File: src/rtl/fetch_stage_pkg.sv
// Shared definitions for the instruction fetch stage: FSM encoding, special instruction
// words and the default boot address.
package fetch_stage_pkg;

  typedef enum logic [1:0] {
    StBoot = 2'd0,
    StRun  = 2'd1,
    StHalt = 2'd2
  } fetch_state_e;

  localparam logic [31:0] NopInstr       = 32'h0000_0013;
  localparam logic [31:0] EbreakInstr    = 32'h0010_0073;
  localparam logic [31:0] DefaultResetPc = 32'h0000_0000;

  // Redirect targets are forced to word alignment; low bits are dropped, not trapped.
  function automatic logic [31:0] align_pc(input logic [31:0] addr);
    return {addr[31:2], 2'b00};
  endfunction

endpackage

File: src/rtl/fetch_stage_pc_register.sv
// Program counter flop with its next-PC selection: hold, sequential +4, or redirect.
module pc_register
  import fetch_stage_pkg::*;
#(
  parameter logic [31:0] ResetPc = DefaultResetPc
) (
  input  logic        clk_i,
  input  logic        reset_i,
  input  logic        inc_i,
  input  logic        redirect_i,
  input  logic [31:0] redirect_pc_i,
  output logic [31:0] pc_o
);

  logic [31:0] pc_d, pc_q;

  always_comb begin
    pc_d = pc_q;
    if (redirect_i) begin
      pc_d = align_pc(redirect_pc_i);
    end else if (inc_i) begin
      pc_d = pc_q + 32'd4;
    end
  end

  always_ff @(posedge clk_i) begin
    if (reset_i) begin
      pc_q <= ResetPc;
    end else begin
      pc_q <= pc_d;
    end
  end

  assign pc_o = pc_q;

endmodule

File: src/rtl/fetch_stage.sv
// Instruction fetch stage: boot/run/halt control, IF/ID pipeline register and a
// saturating count of fetched instructions.
module fetch_stage
  import fetch_stage_pkg::*;
#(
  parameter logic [31:0] RESET_PC   = DefaultResetPc,
  parameter int unsigned IMEM_WORDS = 256
) (
  input  logic        clk_i,
  input  logic        reset_i,
  input  logic        stall_i,
  input  logic        redirect_i,
  input  logic [31:0] redirect_pc_i,
  output logic [31:0] imem_addr_o,
  input  logic [31:0] imem_instr_i,
  output logic        if_id_valid_o,
  output logic [31:0] if_id_pc_o,
  output logic [31:0] if_id_instr_o,
  output logic        halted_o,
  output logic [31:0] fetch_count_o
);

  localparam logic [31:0] ByteLimit = 32'(IMEM_WORDS * 4);

  fetch_state_e state_d, state_q;
  logic [31:0]  pc;
  logic         in_range;
  logic         latch;
  logic         clear_valid;
  logic         pc_inc;

  logic         if_id_valid_q;
  logic [31:0]  if_id_pc_q, if_id_instr_q;
  logic [31:0]  fetch_count_q;

  pc_register #(
    .ResetPc (RESET_PC)
  ) u_pc_register (
    .clk_i         (clk_i),
    .reset_i       (reset_i),
    .inc_i         (pc_inc),
    .redirect_i    (redirect_i),
    .redirect_pc_i (redirect_pc_i),
    .pc_o          (pc)
  );

  assign in_range = (pc < ByteLimit);

  always_ff @(posedge clk_i) begin
    if (reset_i) begin
      state_q <= StBoot;
    end else begin
      state_q <= state_d;
    end
  end

  // Redirect wins over stall in every state.
  always_comb begin
    state_d = state_q;
    if (redirect_i) begin
      state_d = StRun;
    end else begin
      unique case (state_q)
        StBoot:  state_d = StRun;
        StRun: begin
          if (!stall_i) begin
            if (!in_range || (imem_instr_i == EbreakInstr)) begin
              state_d = StHalt;
            end
          end
        end
        StHalt:  state_d = StHalt;
        default: state_d = StBoot;
      endcase
    end
  end

  always_comb begin
    latch       = (state_q == StRun) && !redirect_i && !stall_i && in_range;
    pc_inc      = latch;
    clear_valid = redirect_i
                || (state_q == StBoot)
                || ((state_q == StRun) && !stall_i && !in_range)
                || ((state_q == StHalt) && !stall_i);
    halted_o    = (state_q == StHalt);
  end

  always_ff @(posedge clk_i) begin
    if (reset_i) begin
      if_id_valid_q <= 1'b0;
      if_id_pc_q    <= 32'h0000_0000;
      if_id_instr_q <= NopInstr;
    end else if (latch) begin
      if_id_valid_q <= 1'b1;
      if_id_pc_q    <= pc;
      if_id_instr_q <= imem_instr_i;
    end else if (clear_valid) begin
      if_id_valid_q <= 1'b0;
    end
  end

  always_ff @(posedge clk_i) begin
    if (reset_i) begin
      fetch_count_q <= 32'h0000_0000;
    end else if (latch && (fetch_count_q != 32'hFFFF_FFFF)) begin
      fetch_count_q <= fetch_count_q + 32'd1;
    end
  end

  assign imem_addr_o   = pc;
  assign if_id_valid_o = if_id_valid_q;
  assign if_id_pc_o    = if_id_pc_q;
  assign if_id_instr_o = if_id_instr_q;
  assign fetch_count_o = fetch_count_q;

endmodule

File: config.mk
export PLATFORM = sky130hd
export DESIGN_NAME = fetch_stage
export DESIGN_NICKNAME = d
export VERILOG_FILES = /design/src/rtl/fetch_stage_pkg.sv /design/src/rtl/fetch_stage_pc_register.sv /design/src/rtl/fetch_stage.sv
export SDC_FILE = /design/constraint.sdc
export NUM_CORES = 1
export LEC_CHECK = 0
export CAP_MARGIN = 25
export CORE_MARGIN = 3
export CORE_UTILIZATION = 43
export DETAILED_ROUTE_END_ITERATION = 7
export GPL_ROUTABILITY_DRIVEN = 0
export PLACE_DENSITY = 0.79
export REMOVE_ABC_BUFFERS = 1
export SLEW_MARGIN = 20
export SYNTH_ARGS = -nofsm -noshare
export SYNTH_HDL_FRONTEND = slang
export SYNTH_SLANG_ARGS = --single-unit
File: constraint.sdc
create_clock -name clk_i -period 2.6 [get_ports clk_i]
set_input_delay 0.26 -clock clk_i [delete_from_list [all_inputs] [get_ports clk_i]]
set_output_delay 0.26 -clock clk_i [all_outputs]
set_load 0.005 [all_outputs]
# Yosys cells after proc, flatten, opt, wreduce, memory -nomap -nowiden
# Index checks and enable logic that the tools add are counted.
# classes
add_sub_neg,2
order_cmp,1
n_eq_ne,8
mux,8
reduce_logical,20
# ops
cell,count
32-bit two-way mux,2
32-bit by 1-bit adder with 32-bit output (second input constant),1
32-bit by 3-bit adder with 32-bit output (second input constant),1
32-bit by 21-bit == test with 1-bit output (second input constant),1
32-bit by 11-bit less-than comparator with 1-bit output (second input constant),1
32-bit != test (second input constant),1
1-bit logical AND,7
3-bit != test (second input constant),2
2-bit one-hot mux with 3 select lines,1
1-bit logical OR,4
2-bit two-way mux,2
2-bit != test (second input constant),2
2-bit AND reduction,2
2-bit nonzero test,2
1-bit logical NOT,3
1-bit two-way mux,3
2-bit by 1-bit == test with 1-bit output (second input constant),1
2-bit == test (second input constant),1
2-bit logical NOT,1
2-bit OR reduction,1
# word_totals
register_bits,131
in_bits,68
output_inout_bits,130
word_cells,47

# Depth between registers and ports, before layout
# Gate-level depths: netlist (run 1).
# depth
word_depth,7
mapped_depth,9
depth_no_buf,7

# Hierarchy
# From an unflattened synthesis (run 1), not the netlist that was laid out.
# unflattened
hier_cells,747
hier_area_um2,6142.1
# by_module_without_submodules
module,n_inst,cells_per_inst,area_per_inst_um2,seq_area_each_um2
fetch_stage,1,496,4212.8,1981.9
pc_register,1,251,1929.4,600.6

# Least setup slack after synthesis (run 1)
# OpenSTA, ideal clock, no wires.
# synth_timing
kind,flip-flop to flip-flop
start,"reg fetch_count_q[0], in the netlist fetch_count_o[0]"
end,"reg fetch_count_q[17], in the netlist fetch_count_o[17]"
setup_ns,0.128
arrival_ns,1.916
required_time_ns,2.472
slack_ns,0.557
stages_incl_launch_ff,9
path_buffers,2
period_less_slack_ns,2.043
path_cell_list,dfxtp_1 -> ha_1 -> and3_1 -> buf_2 -> and4_1 -> buf_2 -> or4_1 -> xor2_1 -> nor2_1
# synth_via
elab_chain_cells,2
word_cells_on_any_way,3
cone_classes,add/sub: 1; eq/ne: 1; reduce/logical: 1
# synth_lines
item,line,text
"start, declared",fetch_stage.sv:34,logic [31:0] fetch_count_q;
"start signal, assigned",fetch_stage.sv:106,fetch_count_q <= fetch_count_q + 32'd1;
branches (longest 2 deep; another with 32-bit by 1-bit adder with 32-bit output),-,
# Parallel ways; which one is timed is not known.
# A chain may end at the register's enable or synchronous reset.

# Worst setup path after layout (run 1)
# layout_timing
start,"reg u_pc_register.pc_q[26], in the netlist u_pc_register.pc_o[26]"
end,"reg fetch_count_q[21], in the netlist fetch_count_o[21]"
# layout_via
elab_chain_cells,3
# layout_lines
item,line,text
"start, declared",fetch_stage_pc_register.sv:15,"logic [31:0] pc_d, pc_q;"
"start signal, assigned",fetch_stage_pc_register.sv:28,pc_q <= ResetPc;
"start signal, assigned",fetch_stage_pc_register.sv:30,pc_q <= pc_d;
32-bit by 11-bit less-than comparator with 1-bit output,fetch_stage.sv:47,assign in_range = (pc < ByteLimit);
1-bit logical AND,fetch_stage.sv:79,latch = (state_q == StRun) && !redirect_i && !stall_i && in_range;
1-bit logical AND,fetch_stage.sv:105,end else if (latch && (fetch_count_q != 32'hFFFF_FFFF)) begin
# No other way between the ends.

==> flow_summary.json, run 1 <==
{
  "status": "finished, final reports clean",
  "worst_ir_drop_vdd_mv": 0.462,
  "count_of_final_max_slew_check_failures": 0,
  "area.growth.synth_to_final_pct": 53.2,
  "totalWireLength_um": 14400,
  "mostFrequentLayoutCells": "clkdlybuf4s50_1, dfxtp_1, nand2_1",
  "synthesis.area_sq_um": 5010,
  "holdBufCountCts": 0,
  "worstPathMaxFanout": 12,
  "worst_skew_pair.late_latency_ns": 0.40,
  "antenna_violating_nets_post_route": 0,
  "layout.cells.most_common": "clkdlybuf4s50_1",
  "power_density_nw_per_um2": 593,
  "place.port_buffers": 191,
  "insertedDiodeCount": 0,
  "gr-usage-all-layers_pct": 21.9,
  "detail_route.iter0.violations": 299,
  "worst_setup_path_start_kind": "flip-flop",
  "period_minus_ws_final_ns": 2.37,
  "cts_buffer_depth": 2,
  "avgViaCountPerCell": 5.15,
  "finalHoldViolations": 0,
  "postSynthAreaPerCell_sq_um": 8.83,
  "antenna_found_initial": 0,
  "dpl.hpwl_um": 10300,
  "hold_class": "in -> reg",
  "num-nets-final": 836,
  "slew_headroom_pct": 56.9,
  "clock_tree_from_tritoncts": "yes",
  "wl_per_cell_um": 15.7,
  "worst_setup_end_kind": "flip-flop",
  "ys_types": 37,
  "critical_path_arrival_ns": 2.69,
  "design.die.area_sq_um": 13000,
  "ys.warnings.count": 0,
  "cts_made_buffers": 17,
  "yosysSeqAreaShare_pct": 50.8,
  "multi_input_logic_area_sq_um": 2300,
  "grt_start_max_net_pins": 106,
  "final.setup_skew_ns": 0.0106,
  "synth_seq_cells": 127,
  "cts.reportedPaths.clkPinSlew_ns": 0.06,
  "via_count": 4720,
  "timing_worst_slew_pin_value_ns": 0.646,
  "die_width_um": 114,
  "maximum_frequency_from_static_timing_analysis_mhz": 423,
  "die_h_um": 114,
  "htreeDepth": 4,
  "post-place-cells": 883,
  "core.rowCount": 38,
  "drc_errors": 0,
  "seqCellArea_sq_um": 2540,
  "finalCritPeriodShare_pct": 91.0,
  "reg2reg_setup_slack_ns": 0.23,
  "static_leak_nw": 2.79,
  "totalPowerFinal_w": 0.00455,
  "overflow": 0,
  "layout.cells.non_filler": 916,
  "timing_worst_setup_path_type": "reg -> reg",
  "cts.sink_count": 127,
  "final-setup-viol-count": 0,
  "postSynthCellCount": 567,
  "share_of_post_route_cells_with_drive_strength_above_1_pct": 7.47,
  "ctsRootBufferMaster": "clkbuf_16",
  "floorplan.initialDensity_pct": 45.0,
  "unrepaired_setup_endpoints_after_global_routing": "no",
  "cp.required_ns": 2.93,
  "grt_pass1_wl_um": 23000,
  "fillerInstances": 909,
  "drv.max_cap_violation_count": 0,
  "ioPinCount": 198,
  "drt_pre_antenna_iters": 4,
  "core_box_area_sq_um": 11100,
  "grt_pass1_vias": 4616
}
## stage by stage
stage	TNS (ns)	hold slack [ns]	util [%]	cell area, sq um	worst slack (ns)
6_report	0	0.373	68.9	7670	0.235
5_1_grt	0	0.381	68.9	7670	0.0268
4_1_cts	0	0.401	68.8	7660	0.208
3_5_place_dp	0	0.443	63.8	7100	0.162
3_3_place_gp	0	0.437	63.8	7100	0.209
2_1_floorplan	-63.68	0.329	-	4860	-1.34
## synth_stat cells, drive strengths merged
cell | n | area share (%)
dfxtp | 127 | 51
nand2 | 98 | 7.3
nor2 | 56 | 4.2
a21oi | 48 | 4.8
clkbuf | 25 | 1.9
mux2i | 24 | 4.8
and2 | 22 | 2.7
nor4 | 18 | 2.6
xnor2 | 17 | 3.0
nand3 | 16 | 1.6
nand4 | 16 | 2.0
xor2 | 14 | 2.4
nor3 | 12 | 1.2
buf | 11 | 1.4
a211oi | 7 | 1.0
and3 | 7 | 0.87
inv | 7 | 0.52
and4 | 6 | 1.0
o21ai | 6 | 0.60
or3 | 6 | 0.75
ha | 5 | 1.2
nor4b | 4 | 0.82
nand3b | 3 | 0.45
or4 | 3 | 0.52
nor4bb | 2 | 0.40
o31ai | 2 | 0.30
a221oi | 1 | 0.17
a31oi | 1 | 0.13
conb | 1 | 0.075
nand2b | 1 | 0.13
o21bai | 1 | 0.15
## area by class of cell
cell class                 count  share of cell area, %
clock buffer                  17                   5.55
tap                          140                   2.28
sequential                   127                   33.1
multi-input combinational    400                   30.0
timing repair buffer         210                   26.9
clock inverter                15                   1.79
inverter                       7                  0.343
## registers in the layout, indices dropped and copies added (netlist names)
register / flops
u_pc_register.pc_o: 30
if_id_valid_o: 1
fetch_count_o: 32
if_id_instr_o: 32
state_q: 2
if_id_pc_o: 30
## power by group
| part | total, W | internal, W | switching [W] | leakage [nW] |
|---|---|---|---|---|
| clock network | 0.00222 | 0.00133 | 0.000896 | 0.270 |
| logic | 0.000317 | 0.000190 | 0.000128 | 1.49 |
| registers | 0.00201 | 0.00198 | 0.0000309 | 1.03 |
| total | 0.00455 | 0.00349 | 0.00105 | 2.79 |
## layer usage
layer,wire length [um],vias to the layer above,GRT usage [%]
li1,-,2329,-
met1,6010,2226,25.9
met2,7230,143,37.7
met3,887,22,6.21
met4,264,0,8.00
met5,0,-,0
## worst paths after layout
path / from / end / cells after the start
setup / recovery: u_pc_register.pc_o[26] / fetch_count_o[21] / 8
hold / removal: reset_i / if_id_pc_o[13] / 3
setup reg to reg: u_pc_register.pc_o[26] / fetch_count_o[21] / 8
hold reg to reg: if_id_instr_o[22] / if_id_instr_o[22] / 2
## timing repair
item / 4_1_cts / 5_1_grt
gates resized for setup: 0 / 0
setup endpoints to repair: 0 / 3
buffers inserted: 0 / 1
## worst max-delay path: stages (launching register included)
cell and delay [ns]:
dfxtp_1 0.32, nor4_1 0.35, nand4_1 0.19, buf_4 0.20, nor4_4 0.20, buf_4 0.26, nand3_1 0.19, or4_1 0.44
a21oi_1 0.16
## kinds of logic after synthesis
logic type	count (synthesis)	synth area share, %
other cells	1	0.0749
fa+ha+maj	5	1.25
compound gates	66	7.20
simple gates	270	26.7
flops	127	50.8
mux	24	4.80
xor+xnor	31	5.42
buf+inv	43	3.77
(Power assumes the default switching activity.)
==> run 2, diff against run 1 <==
Settings changed: MAX_ROUTING_LAYER from default to met4.
==> run 2 against run 1 <==
  * Power about the same
  * First-iteration DRC count down 2.7%
  * Highest routed layer unchanged
  * Non-clock buffer count unchanged
  * Critical endpoint unchanged
  * Flip-flop and latch count unchanged
  * Wire length down 0.21%
  * Final area unchanged
  * Sequential share of layout area unchanged
==> flow_summary.json, run 2 (synthesized netlist as in run 1, its figures left out) <==
{
  "final-setup-viol-count": 0,
  "num-nets-final": 836,
  "static_leak_nw": 2.79,
  "die_h_um": 114,
  "final_area_sq_um": 7670,
  "share_of_post_route_cells_with_drive_strength_above_1_pct": 7.47,
  "reg2reg_setup_slack_ns": 0.23,
  "timing_worst_setup_path_type": "reg -> reg",
  "gr-usage-all-layers_pct": 22.5,
  "hold_class": "in -> reg",
  "via_count": 4720,
  "antenna_found_initial": 0,
  "totalWireLength_um": 14400,
  "period_minus_ws_final_ns": 2.37,
  "detail_route.iter0.violations": 291,
  "maximum_frequency_from_static_timing_analysis_mhz": 422,
  "cts_made_buffers": 17,
  "met1Wirelength_um": 5960,
  "final_critical_path_setup_slack_ns": 0.230,
  "slew_headroom_pct": 58.4,
  "cts_buffer_depth": 2,
  "wl_per_cell_um": 15.7,
  "core.rowCount": 38,
  "cts.sink_count": 127,
  "floorplan.initialDensity_pct": 45.0,
  "grt_pass1_vias": 4629,
  "grt_start_max_net_pins": 106,
  "worst_skew_pair.late_latency_ns": 0.40,
  "insertedDiodeCount": 0,
  "worst-r2r-cell-count": 8,
  "layout.cells.most_common": "clkdlybuf4s50_1",
  "holdBufCountCts": 0,
  "worst_setup_path_start_kind": "flip-flop",
  "grt_pass1_wl_um": 23000,
  "route.met2.wl_um": 7320,
  "worst_setup_end_kind": "flip-flop",
  "cts-resized-gates": 0,
  "ioPinCount": 198,
  "drt_pre_antenna_iters": 4,
  "drc_errors": 0,
  "count_of_final_max_slew_check_failures": 0,
  "design.die.area_sq_um": 13000,
  "avgViaCountPerCell": 5.15,
  "die_width_um": 114,
  "place.port_buffers": 191,
  "fillerInstances": 909,
  "core_box_area_sq_um": 11100,
  "reg2reg_from": "u_pc_register.pc_o[26]",
  "drv.max_cap_violation_count": 0,
  "unrepaired_setup_endpoints_after_global_routing": "no",
  "timing_worst_slew_pin_value_ns": 0.623,
  "clock_tree_from_tritoncts": "yes",
  "cp.required_ns": 2.93,
  "worst_setup_ep": "fetch_count_o[21]",
  "final.setup_skew_ns": 0.0125,
  "power_density_nw_per_um2": 593,
  "worst_ir_drop_vdd_mv": 0.461,
  "timing.critical_path.from": "u_pc_register.pc_o[26]",
  "htreeDepth": 4,
  "worstPathMaxFanout": 12,
  "critical_path_arrival_ns": 2.70,
  "routed-wl-met3_um": 845,
  "finalHoldViolations": 0,
  "overflow": 0,
  "dpl.hpwl_um": 10300,
  "area.growth.synth_to_final_pct": 53.2,
  "status": "finished, final reports clean",
  "cts.reportedPaths.clkPinSlew_ns": 0.06,
  "pre_cts_slack_ns": 0.162,
  "placed_area_sq_um": 7100,
  "mostFrequentLayoutCells": "clkdlybuf4s50_1, dfxtp_1, nand2_1",
  "fin_tns_setup_ns": 0,
  "rr_endpoint": "fetch_count_o[21]",
  "route.top_layer_used": "met4",
  "ctsRootBufferMaster": "clkbuf_16",
  "antenna_violating_nets_post_route": 0,
  "finalCritPeriodShare_pct": 91.2
}
## run 2: cell counts in the layout (fill, tap and decap cells not counted)
Identical to the previous run, type by type.
## run 2: stage by stage
stage | std cells | power, W | util (%) | hold WS (ns)
finish | 916 | 0.00455 | 68.9 | 0.360
global route | 916 | 0.00473 | 68.9 | 0.381
CTS | 915 | 0.00459 | 68.8 | 0.401
detailed placement | 883 | 0.00237 | 63.8 | 0.443
global placement | 883 | 0.00236 | 63.8 | 0.437
floorplan | 534 | 0.00213 | - | 0.329
## run 2: per-layer routing
metal	vias up	global-route usage [%]
met2	157	37.7
met5	-	-
li1	2323	-
met4	0	8.00
met3	16	5.25
met1	2224	26.6
## run 2: timing repair
action	CTS	global route
setup buffers	0	1
endpoints found under the hold margin	0	0
endpoints found under the setup margin	0	3
## run 2: layout make-up
type | instances | area (sq um) | area share, %
inverter | 7 | 26.3 | 0.343
clock buffer | 17 | 425 | 5.55
sequential | 127 | 2540 | 33.1
clock inverter | 15 | 138 | 1.79
multi-input combinational | 400 | 2300 | 30.0
timing repair buffer | 210 | 2060 | 26.9
tap | 140 | 175 | 2.28
## run 2: how the worst min path moves through the flow
| stage | end | slack [ns] | from | depth (start not counted) |
|---|---|---|---|---|
| after CTS | u_pc_register.pc_o[4] | 0.40 | redirect_pc_i[4] | 3 |
| after global placement | if_id_instr_o[30] | 0.44 | if_id_instr_o[30] | 2 |
| after floorplan | fetch_count_o[11] | 0.33 | reset_i | 1 |
| after detailed placement | if_id_instr_o[10] | 0.44 | if_id_instr_o[10] | 2 |
| final | if_id_pc_o[11] | 0.36 | reset_i | 3 |
| after global routing | if_id_pc_o[16] | 0.38 | reset_i | 3 |
## run 2: worst max-delay path, cell delays in order, from the launching register on
cell	delay [ns]
dfxtp_1	0.32
nor4_1	0.35
nand4_1	0.19
buf_4	0.20
nor4_4	0.20
buf_4	0.25
nand3_1	0.18
or4_1	0.44
a21oi_1	0.16
## run 2: power breakdown
part	internal (W)	switching, W
logic	0.000190	0.000127
clock network	0.00133	0.000898
registers	0.00198	0.0000310
total	0.00349	0.00106
